## config.mk

```make
export PLATFORM = sky130hd
export DESIGN_NAME = timer_port_arbiter
export DESIGN_NICKNAME = d
export VERILOG_FILES = /design/src/rtl/timer_port_arbiter.sv
export SDC_FILE = /design/constraint.sdc
export NUM_CORES = 1
export LEC_CHECK = 0
export CAP_MARGIN = 5
export CORE_ASPECT_RATIO = 0.75
export CORE_MARGIN = 2
export CORE_UTILIZATION = 35
export DETAILED_ROUTE_END_ITERATION = 16
export HOLD_SLACK_MARGIN = 0.03
export PLACE_DENSITY = 0.7
export SYNTH_ARGS = -nofsm -noshare
export SYNTH_HDL_FRONTEND = slang
export SYNTH_SLANG_ARGS = --single-unit
export TNS_END_PERCENT = 20
```

## constraint.sdc

```tcl
create_clock -name clk0 -period 7.4 [get_ports clk0]
set_clock_uncertainty 0.2 [all_clocks]
set_input_delay 0.74 -clock clk0 [delete_from_list [all_inputs] [get_ports clk0]]
set_output_delay 0.74 -clock clk0 [all_outputs]
set_load 0.01 [all_outputs]
```

## src/rtl/timer_port_arbiter.sv

```systemverilog
// Round-robin arbiter sharing the timer register port between two masters.
// m0 = CPU, m1 = DMA/debug; one register transfer per grant.
//
// Ports:
//   clk0, reset              clock (rising edge), async active-high reset
//   m{0,1}_req/_wr/_sel/_wdata  master request, direction, register, data
//   m{0,1}_ack/_rdata        one-cycle completion pulse, read data (held)
//   timer_cmd/_addr/_host_datain  registered command bundle to the timer
//   timer_host_dataout       timer read data, one cycle after a read cmd
//   arb_busy                 high whenever a transfer is in flight
module timer_port_arbiter #(
  parameter int data_size = 32,
  parameter int cmd_size  = 3,
  parameter int padd_size = 24,
  parameter logic [padd_size-1:0] TIMER_BASE = 24'h080020
) (
  input  logic                 clk0,
  input  logic                 reset,
  input  logic                 m0_req,
  input  logic                 m0_wr,
  input  logic [1:0]           m0_sel,
  input  logic [data_size-1:0] m0_wdata,
  output logic                 m0_ack,
  output logic [data_size-1:0] m0_rdata,
  input  logic                 m1_req,
  input  logic                 m1_wr,
  input  logic [1:0]           m1_sel,
  input  logic [data_size-1:0] m1_wdata,
  output logic                 m1_ack,
  output logic [data_size-1:0] m1_rdata,
  output logic [cmd_size-1:0]  timer_cmd,
  output logic [padd_size-1:0] timer_addr,
  output logic [data_size-1:0] timer_host_datain,
  input  logic [data_size-1:0] timer_host_dataout,
  output logic                 arb_busy
);

  localparam logic [1:0] S_IDLE  = 2'd0;
  localparam logic [1:0] S_ISSUE = 2'd1;
  localparam logic [1:0] S_CAPT  = 2'd2;
  localparam logic [1:0] S_ACK   = 2'd3;

  localparam logic [cmd_size-1:0] CMD_IDLE = '0;
  localparam logic [cmd_size-1:0] CMD_RD   = cmd_size'(1);
  localparam logic [cmd_size-1:0] CMD_WR   = cmd_size'(2);

  logic [1:0]           state_q, state_d;
  logic                 last_q, last_d;
  logic                 gnt_q, gnt_d;
  logic                 wr_q, wr_d;
  logic [cmd_size-1:0]  cmd_q, cmd_d;
  logic [padd_size-1:0] addr_q, addr_d;
  logic [data_size-1:0] din_q, din_d;
  logic                 ack0_q, ack0_d;
  logic                 ack1_q, ack1_d;
  logic [data_size-1:0] rd0_q, rd0_d;
  logic [data_size-1:0] rd1_q, rd1_d;

  // m1 wins when it is alone, or when both ask and m0 was served last.
  logic                 pick;
  logic                 pick_wr;
  logic [1:0]           pick_sel;
  logic [data_size-1:0] pick_wdata;

  assign pick       = m1_req & (~m0_req | ~last_q);
  assign pick_wr    = pick ? m1_wr    : m0_wr;
  assign pick_sel   = pick ? m1_sel   : m0_sel;
  assign pick_wdata = pick ? m1_wdata : m0_wdata;

  always_comb begin
    state_d = state_q;
    last_d  = last_q;
    gnt_d   = gnt_q;
    wr_d    = wr_q;
    cmd_d   = CMD_IDLE;
    addr_d  = '0;
    din_d   = '0;
    ack0_d  = 1'b0;
    ack1_d  = 1'b0;
    rd0_d   = rd0_q;
    rd1_d   = rd1_q;
    unique case (state_q)
      S_IDLE: begin
        if (m0_req | m1_req) begin
          state_d = S_ISSUE;
          gnt_d   = pick;
          last_d  = pick;
          wr_d    = pick_wr;
          cmd_d   = pick_wr ? CMD_WR : CMD_RD;
          addr_d  = TIMER_BASE + padd_size'(pick_sel);
          din_d   = pick_wr ? pick_wdata : '0;
        end
      end
      S_ISSUE: begin
        if (wr_q) begin
          state_d = S_ACK;
          ack0_d  = ~gnt_q;
          ack1_d  = gnt_q;
        end else begin
          state_d = S_CAPT;
        end
      end
      S_CAPT: begin
        state_d = S_ACK;
        ack0_d  = ~gnt_q;
        ack1_d  = gnt_q;
        if (gnt_q) rd1_d = timer_host_dataout;
        else       rd0_d = timer_host_dataout;
      end
      S_ACK: begin
        state_d = S_IDLE;
      end
      default: begin
        state_d = S_IDLE;
      end
    endcase
  end

  always_ff @(posedge clk0 or posedge reset) begin
    if (reset) begin
      state_q <= S_IDLE;
      last_q  <= 1'b1;
      gnt_q   <= 1'b0;
      wr_q    <= 1'b0;
      cmd_q   <= CMD_IDLE;
      addr_q  <= '0;
      din_q   <= '0;
      ack0_q  <= 1'b0;
      ack1_q  <= 1'b0;
      rd0_q   <= '0;
      rd1_q   <= '0;
    end else begin
      state_q <= state_d;
      last_q  <= last_d;
      gnt_q   <= gnt_d;
      wr_q    <= wr_d;
      cmd_q   <= cmd_d;
      addr_q  <= addr_d;
      din_q   <= din_d;
      ack0_q  <= ack0_d;
      ack1_q  <= ack1_d;
      rd0_q   <= rd0_d;
      rd1_q   <= rd1_d;
    end
  end

  assign timer_cmd         = cmd_q;
  assign timer_addr        = addr_q;
  assign timer_host_datain = din_q;
  assign m0_ack            = ack0_q;
  assign m1_ack            = ack1_q;
  assign m0_rdata          = rd0_q;
  assign m1_rdata          = rd1_q;
  assign arb_busy          = (state_q != S_IDLE);

endmodule

```

==> results.json, run 1 <==
{
  "outcome": "finished, final reports clean",
  "grt_use_total": 0.1612,
  "cts_buffers": 9,
  "async_flop_share": 1.000,
  "finalSetupViolCount": 0,
  "peakVddDrop_mv": 0.1912,
  "gp_congestion": 0.6973,
  "hold_viol": 0,
  "synth-seq-area-share": 0.5828,
  "crit_arrival_ns": 2.48,
  "cp-end-kind": "output pin",
  "synth_edf_count": 0,
  "start_kind": "flip-flop",
  "tns_ns": 0,
  "post_cts_resized": 0,
  "grt_pass1_wl_um": 17600,
  "fin_hold_ws_ns": 0.2880,
  "synth-seq-cells": 108,
  "rsz0062_at_grt": "false",
  "finalCriticalPeriod_ns": 3.421,
  "dr.first_iter.drc_count": 114,
  "fmax_mhz": 292.3,
  "nets": 628,
  "ys_warn_count": 0,
  "synth_top_cell_by_area": "dfrtp_1",
  "synth_most_common_cell": "dfrtp_1",
  "die_w_um": 136.9,
  "cts_hold_buf": 0,
  "drt-vias-per-instance": 4.478,
  "postCtsSetupRepairBufs": 0,
  "critPathMaxStageDelay_ns": 0.68,
  "clk_path_buf_depth": 2,
  "vias": 3112,
  "area_growth_pct": 51.59,
  "gr-total-overflow": 0,
  "syn_area_per_cell_um2": 14.82,
  "synthCells": 313,
  "leakage_nw": 2.951,
  "synth_common_cells": "dfrtp_1, mux2_1, mux2i_1",
  "reg2reg_from": "state_q[0]$_DFFE_PP0P_",
  "min_path_type": "reg2reg",
  "drive_gt1_frac": 0.1469,
  "ys_top_cells_by_area": "dfrtp_1, mux2_1, mux2i_1",
  "grt_pass1_vias": 3327,
  "crit_start": "state_q[0]$_DFFE_PP0P_",
  "drtAntennaViolNets": 0,
  "insertion_delay_ns": 0.34,
  "routed_wl_um": 11110,
  "drt-pass1-iter-count": 4,
  "worstPathRequired_ns": 6.46,
  "cts-root-buf": "clkbuf_16",
  "synth_top_area_share": 0.5771,
  "power_per_cell_area_nw_per_um2": 357.2,
  "drv_cap": 0,
  "htreeDepth": 3,
  "clk_transition_reported_paths_ns": 0.07,
  "drcViolationCount": 0,
  "crit_chain": "inv_1 > ha_1 > inv_2 > clkdlybuf4s50_1",
  "crit_fanout": 36,
  "antennaDiodeCount": 0,
  "io_pins": 232,
  "drv_slew": 0,
  "synth_ff_type": "dfrtp_1",
  "dieArea_um2": 14200,
  "netlist_area_um2": 4639,
  "wl_per_cell_um": 15.99,
  "row_count": 36,
  "antenna_found_initial": 0,
  "post-dp-hpwl_um": 8452,
  "slew_headroom": 0.3496,
  "fillCellCount": 1073,
  "grt_start_max_net_pins": 66,
  "crit_type": "reg2out",
  "critPathSlowestCell": "inv_2",
  "tightestPinTransition_ns": 0.9736,
  "start_util": 0.3576,
  "port-buffer-count": 210,
  "hold_start": "m0_rdata[6]$_DFFE_PP0P_",
  "cts_tree": "built",
  "cts.sinks": 108,
  "ys_types": 30,
  "core_um2": 12970,
  "die_h_um": 103.7,
  "fin_crit_sh": 0.4623
}
[layer usage]
metal / track usage / share of wire
met1: 0.1887 / 0.40
met2: 0.2658 / 0.47
met3: 0.07440 / 0.12
met4: 0.04271 / 0.012
met5: 0 / 0
[critical path: cells and delay by family (launching register included)]
family                     cells  cell delay (ns)
buffers and inverters          3             1.45
DFF                            1             0.41
adders and majority gates      1             0.28
[state kept, by name (all words and copies together) (netlist names)]
name and cells:
timer_cmd 2, wr_q 1, m0_ack 1, timer_addr 3
state_q 2, m1_rdata 32, m0_rdata 32, gnt_q 1
last_q 1, timer_host_datain 32, m1_ack 1
[area by class of cell]
type	count	area, µm²	share of cell area
clock buffers	10	229.0	0.03256
clock inverters	6	55.05	0.007828
inverters	6	25.02	0.003558
multi-input cells	180	1674	0.2380
flip-flops and latches	108	2704	0.3845
well taps	171	214.0	0.03042
repair buffers	214	2132	0.3031
[cell families after synthesis]
group / share of synthesized area
and+or+nand+nor: 0.08037
buffers and inverters: 0.07659
adders and majority gates: 0.008091
AOI/OAI and AO/OA: 0.01726
other: 0.0008083
muxes: 0.2341
DFF: 0.5828
[through the flow]
| step | cells | util | cell area [µm²] | setup slack (ns) | total power, mW |
|---|---|---|---|---|---|
| 2_1_floorplan | 333 | - | 4715 | 3.616 | 1.506 |
| 3_3_place_gp | 679 | 0.5203 | 6749 | 4.138 | 2.047 |
| 3_5_place_dp | 679 | 0.5203 | 6749 | 4.082 | 2.092 |
| 4_1_cts | 695 | 0.5421 | 7033 | 3.931 | 2.553 |
| 5_1_grt | 695 | 0.5421 | 7033 | 3.832 | 2.676 |
| 6_report | 695 | 0.5421 | 7033 | 3.979 | 2.512 |
[path summary, 6_finish.rpt]
| check | slack [ns] | endpoint | cells past startpoint |
|---|---|---|---|
| setup / recovery | 3.98 | arb_busy | 4 |
| setup reg to reg | 5.05 | state_q[1]$_DFFE_PP0P_ | 5 |
| min in group asynchronous | 0.61 | timer_host_datain[19]$_DFF_PP0_ | 2 |
| max in group asynchronous | 5.19 | m0_rdata[18]$_DFFE_PP0P_ | 3 |
| hold reg to reg | 0.29 | m0_rdata[6]$_DFFE_PP0P_ | 1 |
| hold / removal | 0.29 | m0_rdata[6]$_DFFE_PP0P_ | 1 |
[power breakdown]
part           total (mW)  internal (mW)  switching [mW]  leakage (nW)
combinational        1.12          0.646           0.476          1.47
clock               0.454          0.236           0.218         0.140
sequential          0.937          0.822           0.115          1.34
total                2.51           1.70           0.809          2.95
[cell usage in the layout, fill, tap and decap left out, types with 3 or more instances in the layout]
cell type and count:
nor3_1 3, clkdlybuf4s50_1 210, mux2_2 22, mux2i_1 35, inv_1 4, dfrtp_1 107
clkbuf_16 9, ha_1 3, conb_1 21, a21oi_1 3, mux2_1 42, nor3_2 29
buf_4 4, inv_6 3, nor2_1 6
Note: power is estimated with default switching activity, not from simulation.
==> run 2: changes to the inputs <==
==> constraint.sdc (replaced) <==
create_clock -name clk0 -period 3.4 [get_ports clk0]
set_clock_uncertainty 0.2 [all_clocks]
set_input_delay 0.34 -clock clk0 [delete_from_list [all_inputs] [get_ports clk0]]
set_output_delay 0.34 -clock clk0 [all_outputs]
set_load 0.01 [all_outputs]
==> run 2 against run 1 <==
Net effect:
- final area grew 0.55%
- largest cell class unchanged
- setup slack lost 2.9 ns
- flip-flop and latch count is the same
- clock-buffer cell count is the same
- non-clock buffer count grew 3
- hold slack lost 0.086 ns
- routed wire length shrank 0.47%
- cell count grew 0.43%
==> results.json, run 2 (synthesized netlist as in run 1, its figures left out) <==
{
  "crit_type": "reg2out",
  "cp-end-kind": "output pin",
  "reg2reg_from": "state_q[0]$_DFFE_PP0P_",
  "rsz0062_at_grt": "false",
  "port-buffer-count": 210,
  "io_pins": 232,
  "cts.sinks": 108,
  "met1_usage": 0.1871,
  "postCtsSetupRepairBufs": 0,
  "power_per_cell_area_nw_per_um2": 776.4,
  "insertion_delay_ns": 0.34,
  "start_kind": "flip-flop",
  "tns_ns": 0,
  "outcome": "finished, final reports clean",
  "start_util": 0.3576,
  "clk_path_buf_depth": 2,
  "cts_buffers": 9,
  "die_h_um": 103.7,
  "peakVddDrop_mv": 0.4093,
  "final_cell_mix": "clkdlybuf4s50_1, dfrtp_1, mux2_1, mux2i_1, nor3_2",
  "post_cts_resized": 0,
  "rr_endpoint": "m0_rdata[31]$_DFFE_PP0P_",
  "r2r_cells": 5,
  "antenna_found_initial": 0,
  "wl_per_cell_um": 15.84,
  "met3_usage": 0.07342,
  "worstPathRequired_ns": 2.86,
  "crit_start": "state_q[0]$_DFFE_PP0P_",
  "crit_arrival_ns": 1.76,
  "final_common_cell": "clkdlybuf4s50_1",
  "nets": 631,
  "cts_tree": "built",
  "fin_ws_ns": 1.100,
  "grt_use_total": 0.1557,
  "dr.first_iter.drc_count": 119,
  "tightestPinTransition_ns": 0.6057,
  "fin_crit_sh": 0.6764,
  "r2r_slack_ns": 1.43,
  "cts_hold_buf": 0,
  "die_w_um": 136.9,
  "fmax_mhz": 434.8,
  "drv_cap": 0,
  "gr-total-overflow": 0,
  "finalSetupViolCount": 0,
  "cts-root-buf": "clkbuf_16",
  "drcViolationCount": 0,
  "drtAntennaViolNets": 0,
  "dieArea_um2": 14200,
  "vias": 3155,
  "drv_slew": 0,
  "gp_congestion": 0.7134,
  "utilization": 0.5451,
  "grt_start_max_net_pins": 46,
  "met2_usage": 0.2488,
  "htreeDepth": 3,
  "leakage_nw": 2.967,
  "routed_wl_um": 11060,
  "drt-vias-per-instance": 4.520,
  "antennaDiodeCount": 0,
  "finalCriticalPeriod_ns": 2.300,
  "post-dp-hpwl_um": 8046,
  "crit_fanout": 5,
  "area_growth_pct": 52.43,
  "grt_pass1_wl_um": 17020,
  "hold_viol": 0,
  "top_usage_layer": "met2",
  "drt-pass1-iter-count": 4,
  "clk_transition_reported_paths_ns": 0.07,
  "critPathMaxStageDelay_ns": 0.54,
  "post-place-ws_ns": 0.9836,
  "critPathSlowestCell": "clkdlybuf4s50_1",
  "slew_headroom": 0.5962,
  "crit_chain": "inv_1 > ha_1 > inv_2 > clkdlybuf4s50_1",
  "drive_gt1_frac": 0.1518,
  "min_path_type": "in2async",
  "grt_pass1_vias": 3321,
  "row_count": 36,
  "core_um2": 12970
}
## run 2: worst max-delay path: cells and delay by family (launching register included)
kind | cells | cell delay, ns
adders and majority gates | 1 | 0.29
buffers and inverters | 3 | 0.72
DFF | 1 | 0.41
## run 2: metrics by stage
step	area, µm²	std cells	hold WS, ns	total power [mW]
final	7072	698	0.2023	5.491
after CTS	7072	698	0.2188	5.581
after floorplan	4715	333	0.2100	3.279
after global routing	7072	698	0.2414	5.852
after global placement	6784	682	0.2655	4.478
after detailed placement	6784	682	0.2740	4.550
## run 2: cell type report
class	count	area (µm²)
timing repair buffer	217	2167
multi-input combinational	180	1674
fill	1066	5901
inverter	6	25.02
clock inverter	6	58.81
tap	171	214.0
clock buffer	10	229.0
sequential	108	2704
## run 2: where the power goes
group	leakage (nW)	internal (mW)	switching, mW
clock	0.137	0.513	0.493
sequential	1.34	1.79	0.245
combinational	1.49	1.42	1.03
total	2.97	3.72	1.77
## run 2: worst max path at each step
| stage | endpoint | cells after the start |
|---|---|---|
| after CTS | arb_busy | 4 |
| after detailed placement | timer_host_datain[25]$_DFF_PP0_ | 5 |
| after floorplan | gnt_q$_DFFE_PP0P_ | 1 |
| final | arb_busy | 4 |
| after global routing | arb_busy | 4 |
| after global placement | timer_host_datain[26]$_DFF_PP0_ | 5 |
## run 2: routing by layer
layer / wire length [µm] / up-vias
li1: - / 1461
met1: 4565 / 1519
met3: 1293 / 12
met5: 0 / -
met2: 5065 / 163
met4: 133 / 0
==> run 3: changes to the inputs <==
--- a/config.mk
+++ b/config.mk
@@ -11,7 +11,7 @@
 export CORE_UTILIZATION = 35
 export DETAILED_ROUTE_END_ITERATION = 16
 export HOLD_SLACK_MARGIN = 0.03
-export PLACE_DENSITY = 0.7
+export PLACE_DENSITY = 0.73
 export SYNTH_ARGS = -nofsm -noshare
 export SYNTH_HDL_FRONTEND = slang
 export SYNTH_SLANG_ARGS = --single-unit
==> constraint.sdc (replaced) <==
create_clock -name clk0 -period 1.9 [get_ports clk0]
set_clock_uncertainty 0.2 [all_clocks]
set_input_delay 0.19 -clock clk0 [delete_from_list [all_inputs] [get_ports clk0]]
set_output_delay 0.19 -clock clk0 [all_outputs]
set_load 0.01 [all_outputs]
==> run 3 against run 2 <==
Net effect:
- via count is 0.35% higher
- cell count grew 1.1%
- final area rose by 1.8%
- flip-flop and latch count stayed put
- critical path type is now reg2reg
- largest cell class unchanged
- largest power group unchanged
==> results.json, run 3 (synthesized netlist as in run 1, its figures left out) <==
{
  "final_common_cell": "clkdlybuf4s50_1",
  "post-dp-hpwl_um": 7959,
  "gr-total-overflow": 0,
  "crit_fanout": 32,
  "drv_slew": 0,
  "row_count": 36,
  "dieArea_um2": 14200,
  "die_h_um": 103.7,
  "cts_tree": "built",
  "htreeDepth": 3,
  "drcViolationCount": 0,
  "grt_pass1_vias": 3307,
  "peakVddDrop_mv": 0.8141,
  "outcome": "finished, final reports clean",
  "crit_arrival_ns": 1.79,
  "leakage_nw": 3.021,
  "fmax_mhz": 566.1,
  "drt-pass1-iter-count": 4,
  "insertion_delay_ns": 0.34,
  "drt-vias-per-instance": 4.484,
  "vias": 3166,
  "cts.sinks": 108,
  "register_area_um2": 2704,
  "cts_buffers": 9,
  "nets": 639,
  "core_um2": 12970,
  "power_per_cell_area_nw_per_um2": 1387,
  "fin_cells": 706,
  "area_growth_pct": 55.10,
  "start_util": 0.3576,
  "min_path_type": "in2async",
  "rsz0062_at_grt": "false",
  "antennaDiodeCount": 0,
  "finalSetupViolCount": 0,
  "die_w_um": 136.9,
  "cts-root-buf": "clkbuf_16",
  "grt_pass1_wl_um": 16850,
  "fillCellCount": 1051,
  "clk_transition_reported_paths_ns": 0.07,
  "port-buffer-count": 210,
  "worstPathRequired_ns": 1.92,
  "routed_wl_um": 10680,
  "fin_hold_ws_ns": 0.09713,
  "grt_start_max_net_pins": 60,
  "final_cell_mix": "clkdlybuf4s50_1, dfrtp_1, mux2_1, mux2i_1, nor3_2",
  "grt_use_total": 0.1515,
  "drtAntennaViolNets": 0,
  "io_pins": 232,
  "cp-end-kind": "flip-flop",
  "hold_viol": 0,
  "wl_per_cell_um": 15.13,
  "dp_cells": 688,
  "fin_crit_sh": 0.9297,
  "clk_path_buf_depth": 2,
  "crit_type": "reg2reg",
  "tns_ns": 0,
  "start_kind": "flip-flop",
  "finalPower_mw": 9.977,
  "drive_gt1_frac": 0.1645,
  "dr.first_iter.drc_count": 124,
  "antenna_found_initial": 0,
  "multi_input_area_um2": 1674,
  "drv_cap": 0,
  "finalCriticalPeriod_ns": 1.767,
  "gp_congestion": 0.7282
}
[run 3: cell types whose count changed in the layout (fill, tap and decap cells not counted), sizes merged]
cell,delta
clkinvlp,+2
buf,+8
dlygate4sd2,+1
inv,-2
clkdlybuf4s50,-1
[run 3: metrics by stage]
| stage | setup WS (ns) | utilization | cell area [µm²] |
|---|---|---|---|
| finish | 0.1335 | 0.5547 | 7196 |
| global route | 0.06403 | 0.5547 | 7196 |
| CTS | 0.1114 | 0.5547 | 7196 |
| detailed placement | -0.05479 | 0.5313 | 6893 |
| global placement | 0.02675 | 0.5313 | 6893 |
| floorplan | 0.1250 | - | 4718 |
[run 3: layer usage]
metal	part of all wire	routed length, µm	global-route usage	vias up
li1	-	-	-	1479
met1	0.41	4398	0.1802	1537
met2	0.48	5118	0.2534	143
met3	0.10	1089	0.06363	7
met4	0.0068	73	0.03535	0
met5	0	0	0	-
[run 3: final timing paths]
kind / start / end / slack, ns / depth (start not counted)
setup / recovery: state_q[1]$_DFFE_PP0P_ / m1_rdata[5]$_DFFE_PP0P_ / 0.13 / 5
hold / removal: reset / timer_host_datain[4]$_DFF_PP0_ / 0.1 / 3
setup reg to reg: state_q[1]$_DFFE_PP0P_ / m1_rdata[5]$_DFFE_PP0P_ / 0.13 / 5
hold reg to reg: m0_rdata[15]$_DFFE_PP0P_ / m0_rdata[15]$_DFFE_PP0P_ / 0.29 / 1
max in group asynchronous: reset / last_q$_DFFE_PP1P_ / 1.12 / 3
min in group clk0: m0_sel[0] / timer_addr[0]$_DFF_PP0_ / 0.25 / 3
[run 3: worst max-delay path, stage by stage (launching register included)]
cell     delay (ns)
dfrtp_1        0.38
buf_4          0.15
ha_1           0.20
nand2_1        0.12
buf_12         0.22
mux2_2         0.37
[run 3: what timing repair did]
item | 4_1_cts | 5_1_grt
setup endpoints to repair | 1 | 0
resized for setup | 1 | 0
setup buffers | 2 | 0
hold buffers | 0 | 0
[run 3: power breakdown]
| part | total (mW) | leakage, nW | switching (mW) | internal, mW |
|---|---|---|---|---|
| sequential | 3.63 | 1.34 | 0.426 | 3.20 |
| clock | 1.78 | 0.134 | 0.861 | 0.917 |
| combinational | 4.57 | 1.54 | 1.90 | 2.67 |
| total | 9.98 | 3.02 | 3.19 | 6.79 |
[run 3: cell type report]
| cell class | instances | area share |
|---|---|---|
| tap | 171 | 0.02973 |
| inverter | 6 | 0.003652 |
| clock buffer | 10 | 0.03182 |
| multi-input combinational | 180 | 0.2327 |
| sequential | 108 | 0.3758 |
| clock inverter | 6 | 0.008346 |
| timing repair buffer | 225 | 0.3180 |
==> RTL edit 1, RTL diff (settings of run 1) <==
`din_q` no longer has a reset.
--- a/src/rtl/timer_port_arbiter.sv
+++ b/src/rtl/timer_port_arbiter.sv
@@ -124,7 +124,6 @@
       wr_q    <= 1'b0;
       cmd_q   <= CMD_IDLE;
       addr_q  <= '0;
-      din_q   <= '0;
       ack0_q  <= 1'b0;
       ack1_q  <= 1'b0;
       rd0_q   <= '0;
@@ -136,12 +135,15 @@
       wr_q    <= wr_d;
       cmd_q   <= cmd_d;
       addr_q  <= addr_d;
-      din_q   <= din_d;
       ack0_q  <= ack0_d;
       ack1_q  <= ack1_d;
       rd0_q   <= rd0_d;
       rd1_q   <= rd1_d;
     end
+  end
+
+  always_ff @(posedge clk0) begin
+    din_q <= din_d;
   end
 
   assign timer_cmd         = cmd_q;
Check against the original RTL: not equivalent (Yosys sat finds a counterexample within 4 cycles, from zero or initial values and one cycle with reset high).
==> RTL edit 1 against run 1 <==
First-iteration DRC count fell by 15%. Fmax rose by 7.2%. Die area fell by 3.7%. Final area fell by 2.5%. Critical path depth rose by 1. Area after synthesis fell by 3.9%. Routed wire length fell by 3.7%. Total power rose by 0.85%. Worst setup slack improved by 0.23 ns. Count of clock-buffer cells in the layout did not move. Sequential cell count did not move.
==> RTL edit 1: results (changes against run 1) <==
| Metric | Value |
|---|---|
| M2 GR Usage | 0.2657 (about the same) |
| Portion of netlist area occupied by mux cells | 0.2379 (+0.003780) |
| Routed met2 length | 5122 um (-2.6%) |
| Vias in the first global route | 3262 (-2.0%) |
| Top cells by area, synth | dfrtp_1, dfxtp_1, mux2_2, mux2i_1, nor3_2 |
| Max VDD drop | 0.0001605 V (-16%) |
| Dpl cell area | 0.006578 mm2 (-2.5%) |
| Slew @ Worst Pin | 0.9421 ns (-0.03150 ns) |
| Cell at the slowest stage of the critical path | clkdlybuf4s50_1 |
| Nets | 632 (+0.64%) |
| Worst R2R End | timer_host_datain[0]$_SDFF_PN0_ |
| Seq/Total Area, Yosys | 0.5703 (-0.01253) |
| Critical path's largest stage delay | 0.64 ns (-0.04 ns) |
| WHS Endpoint | m0_ack$_DFF_PP0_ |
| Starting DRC count in detailed routing | 97 (-15%) |
| Share of layout cells above drive strength 1 | 0.1856 (+0.03866) |
| Synth Area in Adders | 0.008415 (+0.0003245) |
| Async S/R FF share, synth | 0.7037 (-0.2963) |
| Largest net degree at the start of global routing | 77 (+17%) |
| Mapped Cells | 314 (+0.32%) |
| Worst Path Arrival | 2.25 ns (-0.23 ns) |
| P_sw | 0.0008101 W (+0.17%) |
| Post-layout min period | 3.190 ns (-0.2310 ns) |
| Global-route wire length before repair | 16800 um (-4.5%) |
| Worst slack at placement | 4.364 ns (+0.2825 ns) |
| Cell variety after synth | 29 (-3.3%) |
| Worst flop-to-flop path startpoint | last_q$_DFFE_PP1P_ |
| Synth top cells by count | dfrtp_1, mux2_2, mux2i_1 |
| Post-synthesis compound-gate area fraction | 0.01964 (+0.002375) |
| RePlAce Congestion | 0.7246 (+3.9%) |
| M1 wire length | 4310 um (-2.7%) |
| Critical path fanouts, max | 34 (-5.6%) |
| Outcome | finished clean |
| Dpl hpwl | 8090 um (-4.3%) |
| Hold_sp | gnt_q$_DFFE_PP0P_ |
| Layout fillers | 1062 (-1.0%) |
| Via count | 3092 (-0.64%) |
| Worst R2R Setup Slack | 5.27 ns (+0.22 ns) |
-- RTL edit 1: stage by stage --
step,power [W],util
floorplan,0.001520,-
global placement,0.002077,0.5326
global route,0.002694,0.5555
finish,0.002534,0.5555
CTS,0.002578,0.5555
detailed placement,0.002112,0.5326
-- RTL edit 1: layout make-up --
cell class              instances  area (um2)  share of cell area
flip-flops and latches        108        2544              0.3708
repair buffers                216        2147              0.3130
multi-input cells             182        1657              0.2415
clock buffers                  10       229.0             0.03338
well taps                     166       207.7             0.03028
clock inverters                 6       53.80            0.007842
inverters                       6       22.52            0.003283
-- RTL edit 1: logic make-up (layout without fill, tap and decap cells) --
logic type	after synthesis	count (layout)
DFF	108	108
muxes	98	98
and+or+nand+nor	48	48
buffers and inverters	44	238
AOI/OAI and AO/OA	12	12
adders and majority gates	3	3
other	1	21
==> RTL edit 2, RTL diff (flow settings as in run 1) <==
Without the edit above. Change the parameter `padd_size` from 24 to 48.
--- a/src/rtl/timer_port_arbiter.sv
+++ b/src/rtl/timer_port_arbiter.sv
@@ -11,7 +11,7 @@
 module timer_port_arbiter #(
   parameter int data_size = 32,
   parameter int cmd_size  = 3,
-  parameter int padd_size = 24,
+  parameter int padd_size = 48,
   parameter logic [padd_size-1:0] TIMER_BASE = 24'h080020
 ) (
   input  logic                 clk0,
Interface: changed (resized timer_addr); port bits go from 232 to 256. No check against the original RTL was run, so the function may have changed too.
==> RTL edit 2 against run 1 <==
Routed wire length is 1.2% lower. Fmax is 0.19% higher. Worst setup slack better by 0.0066 ns. Final area is 1.9% higher. Area after synthesis is 3.9% higher. Total power is 2.6% higher. Sequential share of layout area is 0.70 points lower. Sequential cell count stayed put. Final cell count is 3.9% higher. Largest power group unchanged. Highest routed layer unchanged.
==> RTL edit 2: results (changes against run 1) <==
| Metric | Value |
|---|---|
| Routed met2 length | 5143 um (-2.2%) |
| N_diodes | 0 (unchanged) |
| Synth Register Bits | 108 (unchanged) |
| Layout fillers | 1144 (+6.6%) |
| Reg area | 0.002704 mm2 (unchanged) |
| Worst R2R Setup Slack | 5.08 ns (+0.03 ns) |
| Critical path fanouts, max | 36 (unchanged) |
| Routed len/inst | 15.20 um (-4.9%) |
| Worst Path Arrival | 2.47 ns |
| Starting DRC count in detailed routing | 72 (-37%) |
| Root Buffer | clkbuf_16 |
| Clock network share of area | 0.04471 (+0.004324) |
| Dpl hpwl | 8173 um (-3.3%) |
| M2 GR Usage | 0.2486 (-0.01721) |
| Clkbuf count | 9 (-1) |
| Cell at the slowest stage of the critical path | clkdlybuf4s50_1 |
| Signal buf overhead | 0.2976 (-0.005559) |
| Outcome | finished clean |
| Hold_sp | m0_rdata[0]$_DFFE_PP0P_ |
| Global-route wire length before repair | 17340 um (-1.5%) |
| Cell variety after synth | 30 (unchanged) |
| Top cells by area, synth | dfrtp_1, mux2_1, buf_4, mux2i_1, nor3_2 |
| Met3 WL post-DR | 1156 um (-11%) |
| P_clk | 0.000513 W (+13%) |
| Max VDD drop | 0.0002124 V (+11%) |
| Nets | 652 (+3.8%) |
| Number of non-clock inverters in the layout | 6 (unchanged) |
| Int Power | 0.001767 W (+3.7%) |
| Critical path's largest stage delay | 0.69 ns |
| Hold Slack | 0.2867 ns (-0.001283 ns) |
| Slew @ Worst Pin | 0.9936 ns (+0.01998 ns) |
| M1 wire length | 4528 um (+2.3%) |
| All-Layer GR Usage | 0.1510 (-0.01024) |
| Bufs w/o clock | 214 (unchanged) |
| Seq/Total Area, Yosys | 0.5610 (-0.02179) |
| WHS Endpoint | m0_rdata[0]$_DFFE_PP0P_ |
| #MultiIn Comb | 204 (+13%) |
| Share of layout cells above drive strength 1 | 0.1408 (-0.006179) |
| Synth top cells by count | dfrtp_1, buf_4, mux2_1 |
| Clk buf depth | 2 (unchanged) |
| Grt met1 use | 0.1810 (-0.007692) |
| Multi-input combinational area share | 0.2462 (+0.008209) |
| Vias per cell | 4.463 (-0.34%) |
| Gate power share | 0.439 (-0.008) |
| Async S/R FF share, synth | 1.000 (unchanged) |
| Vias in the first global route | 3306 (-0.63%) |
| Dpl cell area | 0.006844 mm2 (+1.4%) |
| RePlAce Congestion | 0.7730 (+11%) |
| Largest net degree at the start of global routing | 59 (-11%) |
| Pwr Density | 359.8 mW/mm2 (+0.71%) |
| Routing usage on met3 | 0.06588 (-0.008521) |
| Pleak | 3.039 nW (+3.0%) |
| Initial antenna violation count | 0 (unchanged) |
| H-Tree Depth | 3 (unchanged) |
## RTL edit 2: changes by cell type after synthesis
cell   change
buf_4     +24
## RTL edit 2: through the flow
step / power, W / worst slack [ns] / instances / utilization
6_report: 0.002578 / 3.985 / 722 / 0.5282
5_1_grt: 0.002734 / 3.822 / 722 / 0.5282
4_1_cts: 0.002619 / 3.946 / 722 / 0.5282
3_5_place_dp: 0.002097 / 4.330 / 707 / 0.5046
3_3_place_gp: 0.002062 / 4.385 / 707 / 0.5046
2_1_floorplan: 0.001521 / 3.616 / 381 / -
## RTL edit 2: critical path: cells and delay by family (launching register included)
family	cells	cell delay (ns)
buf+inv	3	1.44
flops	1	0.41
fa+ha+maj	1	0.28
## RTL edit 2: cell families after synthesis
group | count (synthesis) | synth area share
adders and majority gates | 3 | 0.007789
and+or+nand+nor | 46 | 0.07736
other | 1 | 0.0007781
buffers and inverters | 69 | 0.1111
AOI/OAI and AO/OA | 10 | 0.01662
DFF | 108 | 0.5610
muxes | 100 | 0.2253
